$ cat src/rtl/gray_pkg.sv
`default_nettype none
// ============================================================================
// Module      : gray_pkg
// Description : Shared constants, step encoding and width-generic Gray/binary
//               conversion helpers for the parametrised Gray counter.
// Revision    : 1.0  initial release
// ============================================================================
package gray_pkg;

    // Default counter width when the parameter is not overridden.
    localparam int DEFAULT_WIDTH = 3;

    // Widest vector the conversion helpers accept; narrower callers
    // zero-extend on the way in and truncate on the way out.
    localparam int GRAY_MAX_W = 32;

    // Per-edge action selected by the priority decoder (load > en > hold).
    typedef enum logic [1:0] {
        OP_HOLD = 2'd0,
        OP_LOAD = 2'd1,
        OP_UP   = 2'd2,
        OP_DOWN = 2'd3
    } step_op_e;

    // Binary to Gray: each Gray bit is the XOR of adjacent binary bits.
    // Zero upper bits keep the result valid for any narrower width.
    function automatic logic [GRAY_MAX_W-1:0] bin2gray(input logic [GRAY_MAX_W-1:0] b);
        return b ^ (b >> 1);
    endfunction

    // Gray to binary: prefix XOR from the MSB downwards.
    function automatic logic [GRAY_MAX_W-1:0] gray2bin(input logic [GRAY_MAX_W-1:0] g);
        logic [GRAY_MAX_W-1:0] b;
        b[GRAY_MAX_W-1] = g[GRAY_MAX_W-1];
        for (int i = GRAY_MAX_W - 2; i >= 0; i--) begin
            b[i] = b[i+1] ^ g[i];
        end
        return b;
    endfunction

endpackage
`default_nettype wire

$ cat src/rtl/gray_to_bin.sv
`default_nettype none
// ============================================================================
// Module      : gray_to_bin
// Description : Combinational WIDTH-bit Gray-to-binary converter; binary bit i
//               is the XOR reduction of Gray bits WIDTH-1 down to i.
// Revision    : 1.0  initial release
// ============================================================================
module gray_to_bin
    import gray_pkg::*;
#(
    parameter int WIDTH = DEFAULT_WIDTH
) (
    input  logic [WIDTH-1:0] gray_i,
    output logic [WIDTH-1:0] bin_o
);

    // Each output bit reduces its own slice, so there is no ripple chain
    // feeding back through the output vector.
    for (genvar i = 0; i < WIDTH; i++) begin : g_bit
        assign bin_o[i] = ^gray_i[WIDTH-1:i];
    end

endmodule
`default_nettype wire

$ cat src/rtl/gray_counter_param.sv
`default_nettype none
// ============================================================================
// Module      : gray_counter_param
// Description : Parametrised up/down Gray-code counter with count enable,
//               Gray-coded parallel load, registered binary mirror, zero flag
//               and a registered wrap pulse.
//               Build option GRAY_CNT_SATURATE_EN: when defined the counter
//               saturates at both ends instead of wrapping and wrap stays 0.
// Revision    : 1.0  initial release
// ============================================================================
module gray_counter_param
    import gray_pkg::*;
#(
    parameter int WIDTH     = DEFAULT_WIDTH,
    parameter int RESET_BIN = 0
) (
    input  logic             clock,
    input  logic             reset,      // asynchronous, active-low
    input  logic             en,
    input  logic             up_dn,
    input  logic             load,
    input  logic [WIDTH-1:0] load_gray,
    output logic [WIDTH-1:0] gray,
    output logic [WIDTH-1:0] bin,
    output logic             at_zero,
    output logic             wrap
);

    localparam logic [WIDTH-1:0] c_RESET_BIN  = WIDTH'(RESET_BIN);
    localparam logic [WIDTH-1:0] c_RESET_GRAY = WIDTH'(bin2gray(GRAY_MAX_W'(c_RESET_BIN)));
    localparam logic [WIDTH-1:0] c_MAX_BIN    = '1;
    localparam logic [WIDTH-1:0] c_ZERO       = '0;
    localparam logic [WIDTH-1:0] c_ONE        = WIDTH'(1);

    // Binary state is authoritative; the Gray register is a same-edge copy
    // so the two outputs can never be observed disagreeing.
    logic [WIDTH-1:0] bin_q,  bin_d;
    logic [WIDTH-1:0] gray_q, gray_d;
    logic             wrap_q, wrap_d;
    logic [WIDTH-1:0] w_load_bin;
    step_op_e         w_op;

    gray_to_bin #(
        .WIDTH (WIDTH)
    ) u_load_conv (
        .gray_i (load_gray),
        .bin_o  (w_load_bin)
    );

    // Priority decode of the per-edge action: load beats enable beats hold.
    always_comb begin
        w_op = OP_HOLD;
        if (load) begin
            w_op = OP_LOAD;
        end else if (en) begin
            w_op = up_dn ? OP_UP : OP_DOWN;
        end
    end

    // Next binary value and wrap pulse; Gray follows from the next binary.
    always_comb begin
        bin_d  = bin_q;
        wrap_d = 1'b0;
        case (w_op)
            OP_LOAD: begin
                bin_d = w_load_bin;
            end
            OP_UP: begin
`ifdef GRAY_CNT_SATURATE_EN
                if (bin_q != c_MAX_BIN) begin
                    bin_d = bin_q + c_ONE;
                end
`else
                bin_d  = bin_q + c_ONE;
                wrap_d = (bin_q == c_MAX_BIN);
`endif
            end
            OP_DOWN: begin
`ifdef GRAY_CNT_SATURATE_EN
                if (bin_q != c_ZERO) begin
                    bin_d = bin_q - c_ONE;
                end
`else
                bin_d  = bin_q - c_ONE;
                wrap_d = (bin_q == c_ZERO);
`endif
            end
            default: begin
                bin_d = bin_q;
            end
        endcase
        gray_d = WIDTH'(bin2gray(GRAY_MAX_W'(bin_d)));
    end

    // State registers with asynchronous active-low reset.
    always_ff @(posedge clock or negedge reset) begin
        if (!reset) begin
            bin_q  <= c_RESET_BIN;
            gray_q <= c_RESET_GRAY;
            wrap_q <= 1'b0;
        end else begin
            bin_q  <= bin_d;
            gray_q <= gray_d;
            wrap_q <= wrap_d;
        end
    end

    assign gray    = gray_q;
    assign bin     = bin_q;
    assign wrap    = wrap_q;
    assign at_zero = (gray_q == c_ZERO);

endmodule
`default_nettype wire

$ cat config.mk
export PLATFORM = sky130hd
export DESIGN_NAME = gray_counter_param
export DESIGN_NICKNAME = d
export VERILOG_FILES = /design/src/rtl/gray_pkg.sv /design/src/rtl/gray_to_bin.sv /design/src/rtl/gray_counter_param.sv
export SDC_FILE = /design/constraint.sdc
export NUM_CORES = 1
export LEC_CHECK = 0
export ABC_CLOCK_PERIOD_IN_PS = 2500
export CORE_MARGIN = 3
export CORE_UTILIZATION = 30
export DETAILED_ROUTE_END_ITERATION = 8
export PLACE_DENSITY_LB_ADDON = 0.12
export SLEW_MARGIN = 20
export SYNTH_ARGS = -nofsm -noshare
export SYNTH_HDL_FRONTEND = slang
export SYNTH_HIERARCHICAL = 1
export SYNTH_SLANG_ARGS = --single-unit
$ cat constraint.sdc
create_clock -name clock -period 2.5 [get_ports clock]
set_clock_uncertainty 0.2 [all_clocks]
set_input_delay 0.5 -clock clock [delete_from_list [all_inputs] [get_ports clock]]
set_output_delay 0.5 -clock clock [all_outputs]
set_load 0.05 [all_outputs]
### Word level (Yosys, flattened, before mapping)

Cells that the tools add are included.

| word-level totals | value |
|---|---|
| bits in registers | 7 |
| latch bits | 0 |
| memory bits (writable) | 0 |
| memory bits (read-only) | 0 |
| bits of input ports | 8 |
| output and inout port bits | 8 |
| memories | 0 |

| operators by class | value |
|---|---|
| $add $sub $neg | 2 |
| multipliers | 0 |
| divide/modulo/power cells | 0 |
| order comparisons | 0 |
| equal/unequal tests | 4 |
| shifts and indexed selects | 0 |
| mux-type cells | 5 |
| bitwise gates (word level) | 1 |
| reduce and logical (&&, ||, !) cells | 4 |

Operator list:

| kind | count |
|---|---|
| 3-bit one-hot mux with 3 select lines | 1 |
| 3-bit zero test | 2 |
| 2-bit equality test, second input constant | 2 |
| 2-bit two-way mux | 2 |
| 3-bit by 1-bit adder with 3-bit output, second input constant | 1 |
| 3-bit equality test, second input constant | 1 |
| 3-bit parity | 1 |
| 3-bit by 1-bit subtractor with 3-bit output, second input constant | 1 |
| 3-bit by 2-bit XOR with 3-bit output | 1 |
| 2-bit by 1-bit equality test with 1-bit output, second input constant | 1 |
| 1-bit one-hot mux with 2 select lines | 1 |
| 2-bit parity | 1 |
| 1-bit two-way mux | 1 |

### Longest topological paths before layout

Gate-level depths: netlist of the first run.

| logic depth | value |
|---|---|
| word-level depth | 6 |
| mapped depth | 9 |
| gate-level depth less buffers | 8 |

### Cells and area by module

The synthesis of the first run kept the hierarchy.

Modules (own cells, without submodules):

| module | instances | cells an instance | area each (µm²) |
|---|---|---|---|
| gray_counter_param | 1 | 39 | 389.1 |
| gray_to_bin | 1 | 3 | 40.0 |

### Worst setup path after synthesis of the first run

Ideal clock, no wire load.

| timing path | value |
|---|---|
| path type | input-to-reg |
| start | input load |
| end | register gray_q[1], in the netlist gray[1] |
| library setup time | 129 ps |
| arrival | 2,186 ps |
| path slack | -15 ps |
| cell stages on the path | 9 |
| path buffers | 1 |
| cell sequence | buf_2 -> or2b_1 -> nor2_1 -> xor2_1 -> ha_1 -> mux2_4 -> mux2_4 -> nor3_1 -> a211oi_2 |

| on the way | value |
|---|---|
| cells in the longest elaborated chain, start to end | 4 |
| elaborated cells between the ends (all ways) | 6 |
| classes of those cells | eq/ne (3); mux (2); bitwise (1) |

RTL lines:

| item | line | text |
|---|---|---|
| start: declaration | gray_counter_param.sv:21 | `input logic load,` |
| 2-bit two-way mux * | gray_counter_param.sv:53 | `if (load) begin` |
| 2-bit equality test or 2-bit by 1-bit equality test with 1-bit output (tied branches) | gray_counter_param.sv:64 | `case (w_op)` |
| 3-bit one-hot mux with 3 select lines * | gray_counter_param.sv:64 |  |
| net bin_d[1] | gray_counter_param.sv:37 | `logic [WIDTH-1:0] bin_q, bin_d;` |
| 3-bit by 2-bit XOR with 3-bit output * | gray_pkg.sv:28 | `return b ^ (b >> 1);` |
| net gray_d[1] | gray_counter_param.sv:38 | `logic [WIDTH-1:0] gray_q, gray_d;` |
| end signal: assignment | gray_counter_param.sv:99 | `gray_q <= c_RESET_GRAY;` |
| end signal: assignment | gray_counter_param.sv:103 | `gray_q <= gray_d;` |
| end: declaration | gray_counter_param.sv:38 |  |

Mark *: on every way through the listed nets, which the timed path passes. The rest lies on a longest branch.

### Worst setup path after layout of the first run

Same ends and word-level chain as after synthesis.

==> flow_summary.ini, run 1 <==
[status]
outcome = finished, final reports clean

[hold_path]
min_path_type = in -> async

[drt]
wirelength_microns = 944
avgRoutedWirePerCell_microns = 12.1
drt_iter0_drc = 7
vias_per_cell = 4.77
vias = 372
dr.pass1.iters = 4
antenna_left = 0
drc = 0

[logic_synthesis]
synthTopCellsByArea = dfrtp_1 (35%), mux2_4 (7.0%), xor2_1 (6.1%)
syn_inst = 42
ys_types = 24
synthArstFlopShare_pct = 100
ys_ff_latch = 6
synth_edf_count = 0
syn_area_per_cell_sq_um = 10.2
synthTopCellsByCount = dfrtp_1 (6), o21ai_0 (4), nor2_1 (3), xor2_1 (3)
ys.flop_type = dfrtp_1
yosysSeqAreaShare_pct = 35.0
yosysMostFrequentCell = dfrtp_1
syn_area_sq_um = 429
synth_warnings = 6
synth.largest_area_cell = dfrtp_1
syn-num-nets = 51
netlist.area_leader.share_pct = 35.0

[floorplan]
die_area_sq_mm = 0.00192
start_util_pct = 32.6
rows = 13
design.core.area_sq_mm = 0.00132
die_x_microns = 43.8
num_io_pins = 16
die_h_microns = 43.8

[setup_path]
crit_type = in -> reg
cp.required_ns = 2.45
crit_path_end_kind = flip-flop
path_max_fanout = 4
cp-start-kind = input port
arrival_ns = 2.32

[timing]
finalHoldViolCount = 0
final-setup-viol-count = 0
drv_slew = 0
rsz0062_at_grt = false
tns_ns = 0
timing.final.crit_period_ns = 2.36
slew-limit-headroom_pct = 66.5
fmax_ghz = 0.423
whs_ns = 0.286
fin_crit_sh_pct = 94.6
tightest_slew_ns = 0.500

[power_and_ir_drop]
leakagePower_nw = 0.291
p_per_area_mw_per_mm2 = 861
ir_drop_mv = 0.732
power_mw = 0.556

[clocking]
clk_pin_slew_ns = 0.05
cts_buffers = 3
ctsLongestPathBuffers = 2
htreeDepth = 1
cts.sinks = 6
cts_tree = built
postCtsHoldBufs = 0
cts_root_buffer = clkbuf_4
worstSkewPairLatency_ns = 0.25

[global_route]
grt_antenna_before_repair = 0
grt_pass1_wl_microns = 1620
grt.total_usage_pct = 11.9
grt_pass1_vias = 370
grt_overflow = 0
grt_start_max_net_pins = 10

[flow_run]
maxCapViolCount = 0

[placed_design]
dp_hpwl_microns = 741
port_buffers = 15
globalplace.congestion = 0.654

[layout]
area.growth.synth_to_final_pct = 50.4
antenna_cells = 0
drive_gt1_share_pct = 28.6
fin_nets = 74
[path summary, 6_finish.rpt]
check / from / endpoint / slack, ns / cells after the start
max in group asynchronous: reset / gray[1]$_DFF_PN0_ / 1.59 / 1
setup / recovery: load / gray[1]$_DFF_PN0_ / 0.14 / 9
hold reg to reg: bin[0]$_DFF_PN0_ / wrap$_DFF_PN0_ / 0.48 / 2
hold / removal: reset / wrap$_DFF_PN0_ / 0.29 / 1
min in group clock: bin[0]$_DFF_PN0_ / wrap$_DFF_PN0_ / 0.48 / 2
setup reg to reg: bin[1]$_DFF_PN0_ / gray[1]$_DFF_PN0_ / 0.48 / 6
[layout make-up]
| class | instances | area (sq um) |
|---|---|---|
| Fill cell | 121 | 672 |
| Multi-Input combinational cell | 33 | 264 |
| Tap cell | 15 | 18.8 |
| Sequential cell | 6 | 150 |
| Clock buffer | 3 | 22.5 |
| Timing Repair Buffer | 21 | 190 |
[registers in the layout, summed over array words and instances (netlist names)]
register  flops
gray          2
wrap          1
bin           3
[logic make-up (layout without fill, tap and decap cells)]
kind of cell / Yosys count / in the layout / share of synthesized area, %
compound gates: 9 / 9 / 14.6
xor+xnor: 5 / 5 / 13.7
simple gates: 16 / 16 / 22.2
mux: 2 / 2 / 7.00
fa+ha+maj: 1 / 1 / 2.91
flops: 6 / 6 / 35.0
buf+inv: 3 / 24 / 4.66
[power by group]
part	switching (mW)	internal (mW)
Sequential	0.0260	0.123
Combinational	0.188	0.130
Clock	0.0349	0.0543
[worst max-delay path, stage by stage]
cell	delay [ns]
dlygate4sd2_1	0.24
or2b_1	0.23
nor2_1	0.11
xor2_1	0.17
ha_1	0.24
mux2_4	0.26
mux2_4	0.31
o21a_1	0.12
a211oi_2	0.13
[per-stage QoR]
step | util (%) | std cells | setup WS, ns | instance area, sq um
final | 49.0 | 78 | 0.135 | 646
after detailed placement | 46.9 | 74 | -0.356 | 618
after floorplan | - | 42 | 0.0277 | 434
after global routing | 49.0 | 78 | 0.0174 | 646
after global placement | 46.9 | 74 | -0.340 | 618
after CTS | 49.0 | 78 | 0.0520 | 646
[what timing repair did]
| item | CTS | global route |
|---|---|---|
| buffers inserted | 1 | 0 |
| hold endpoints to repair | 0 | 0 |
| pin swaps | 3 | 2 |
| resized for setup | 2 | 0 |
| endpoints found under the setup margin | 2 | 1 |
[metal layers]
metal	global-route usage (%)	routed length [microns]	part of all wire (%)	vias up
met1	14.6	453	48	170
met2	17.2	411	44	11
met3	4.98	57	6.0	2
met5	0	0	0	-
met4	7.23	21	2.2	0
li1	-	-	-	189
[cell usage in the layout (no fill, tap or decap), types with 2 or more instances in the layout]
master	synthesis	layout
o21ai_0	4	4
xor2_1	3	3
or2b_1	2	2
nor3_2	1	2
dfrtp_1	6	6
nor2_1	3	3
buf_4	2	7
clkbuf_4	0	3
clkdlybuf4s50_1	0	12
dlygate4sd2_1	0	2
nor2b_1	2	2
nand2_1	2	2
mux2_4	2	2
Note: power is estimated with default switching activity, not from simulation.
==> inputs of run 2 (changes only) <==
--- a/config.mk
+++ b/config.mk
@@ -11,3 +11,2 @@
 export DETAILED_ROUTE_END_ITERATION = 8
-export PLACE_DENSITY_LB_ADDON = 0.12
 export SLEW_MARGIN = 20
@@ -17 +16,2 @@
 export SYNTH_SLANG_ARGS = --single-unit
+export TNS_END_PERCENT = 30
--- a/constraint.sdc
+++ b/constraint.sdc
@@ -4,2 +4,2 @@
 set_output_delay 0.5 -clock clock [all_outputs]
-set_load 0.05 [all_outputs]
+set_load 0.01 [all_outputs]
==> run 2 against run 1 <==
Via count fell by 1.6%. Clock power fell by 3.6%. Register-to-register slack got worse by 0.03 ns. Sequential power barely moved. Count of clock-buffer cells in the layout did not move. Maximum frequency fell by 1.6%. Total power fell by 20%. Utilization rose by 0.19 points. Worst hold slack improved by 0.011 ns. Wire length fell by 11%. Critical endpoint unchanged.
==> flow_summary.ini, run 2 (synthesized netlist as in run 1, its figures left out) <==
[flow_run]
maxCapViolCount = 0

[setup_path]
crit_path_start = load
path_max_fanout = 4
r2r-start = bin[1]$_DFF_PN0_
r2r_slack_ns = 0.45
arrival_ns = 2.36
cp.required_ns = 2.45
path_common_cell = mux2_4
max_stage_delay_ns = 0.30
crit_buf_inv = 1
rr_worst_depth = 6
cp_top_family = multiplexers
crit_path_end_kind = flip-flop
cp-start-kind = input port
path_cells = dlygate4sd2_1, or2b_1, nor2_1, xor2_1, ha_1, mux2_4, mux2_4, o21a_1, a211oi_2
path_depth = 9
crit_type = in -> reg
cp-endpoint = gray[1]$_DFF_PN0_
worst_r2r_endpoint = gray[1]$_DFF_PN0_
cpMaxStageDelayCell = mux2_4

[timing]
fmax_ghz = 0.416
fin_crit_sh_pct = 96.2
final-setup-viol-count = 0
whs_ns = 0.298
rsz0062_at_grt = false
slew-limit-headroom_pct = 76.7
tightest_slew_ns = 0.346
finalHoldViolCount = 0
tns_ns = 0
timing.final.crit_period_ns = 2.40
drv_slew = 0

[layout]
area.growth.synth_to_final_pct = 51.0
fin_nets = 74
final_common_cell = clkdlybuf4s50_1
fillCellCount = 139
multi_input_area_sq_um = 264
largest_reg_flops = 3
finalNonFillerCells = 78
regArea_sq_um = 150
drive_gt1_share_pct = 27.0
antenna_cells = 0
final_cell_mix = clkdlybuf4s50_1 (13), dfrtp_1 (6), buf_4 (6), o21ai_0 (4)

[floorplan]
rows = 13
design.core.area_sq_mm = 0.00132
die_area_sq_mm = 0.00192
num_io_pins = 16
start_util_pct = 32.6
die_x_microns = 43.8
die_h_microns = 43.8

[clocking]
cts_buffers = 3
clk_pin_slew_ns = 0.04
cts_root_buffer = clkbuf_4
htreeDepth = 1
cts.sinks = 6
worstSkewPairLatency_ns = 0.24
ctsLongestPathBuffers = 2
cts_tree = built

[drt]
vias = 366
drc = 0
drt_iter0_drc = 3
dr.pass1.iters = 4
antenna_left = 0
wirelength_microns = 842
avgRoutedWirePerCell_microns = 10.8
vias_per_cell = 4.69

[status]
outcome = finished, final reports clean

[global_route]
grt_start_max_net_pins = 10
grt.total_usage_pct = 11.0
grt_pass1_wl_microns = 1510
grt_antenna_before_repair = 0
grt_pass1_vias = 348
grt_overflow = 0

[placed_design]
globalplace.congestion = 0.688
port_buffers = 15
dp_cells = 74

[power_and_ir_drop]
leakagePower_nw = 0.289
p_per_area_mw_per_mm2 = 689
ir_drop_mv = 0.197
seqPwrFrac_pct = 33.5
switchingPower_mw = 0.137
switching_share_pct = 30.8
internal-power_mw = 0.309
p_comb_share_pct = 47.3
pwr-share-clk_pct = 19.3

[hold_path]
min_path_type = in -> async
## run 2: what timing repair did
action / in CTS / in global routing
hold buffers: 0 / 0
resized for setup: 2 / 0
setup buffers: 1 / 0
endpoints found under the setup margin: 2 / 0
## run 2: how the worst min path moves through the flow
stage,slack [ns],depth (start not counted),to
floorplan,0.004,0,bin[0]$_DFF_PN0_
finish,0.30,1,wrap$_DFF_PN0_
CTS,0.30,1,wrap$_DFF_PN0_
global placement,0.49,2,wrap$_DFF_PN0_
detailed placement,0.50,2,wrap$_DFF_PN0_
global route,0.31,1,wrap$_DFF_PN0_
## run 2: power groups by stage
stage / Sequential [mW] / Clock, mW / Combinational (mW)
2_1_floorplan: 0.159 / 0 / 0.105
3_3_place_gp: 0.152 / 0 / 0.212
3_5_place_dp: 0.152 / 0 / 0.214
4_1_cts: 0.150 / 0.0914 / 0.214
5_1_grt: 0.157 / 0.0975 / 0.231
6_report: 0.149 / 0.0860 / 0.211
## run 2: layout make-up
type | instances | share of cell area [%]
clock buffer | 3 | 3.47
timing repair buffer | 21 | 29.7
tap | 15 | 2.90
sequential | 6 | 23.2
multi-input combinational | 33 | 40.7
## run 2: metal layers
| metal | up-vias | routed length [microns] | GRT usage (%) |
|---|---|---|---|
| met5 | - | 0 | 0 |
| met4 | 0 | 0 | 5.42 |
| met3 | 0 | 80 | 3.73 |
| met2 | 18 | 413 | 16.3 |
| met1 | 161 | 348 | 14.1 |
| li1 | 187 | - | - |
## run 2: stage by stage
step                      power [mW]  cell area (sq um)  util (%)  setup WS (ns)
after floorplan                0.264                434         -         0.0448
after global routing           0.486                648      49.2        0.00337
after global placement         0.365                621      47.1         -0.311
final                          0.446                648      49.2         0.0959
after CTS                      0.456                648      49.2         0.0911
after detailed placement       0.366                621      47.1         -0.321
## run 2: worst register-to-register path, cell delays in order, from the launching register on
cell      delay, ns
dfrtp_1        0.44
xor2_1         0.19
ha_1           0.29
mux2_4         0.26
mux2_4         0.30
o21a_1         0.12
a211oi_2       0.18
==> inputs of run 3 (changes only) <==
CTS_CLUSTER_SIZE = 16   (was not set)
==> results of run 3 <==
No change in the layout: final DEF, timing and power equal those of run 2.
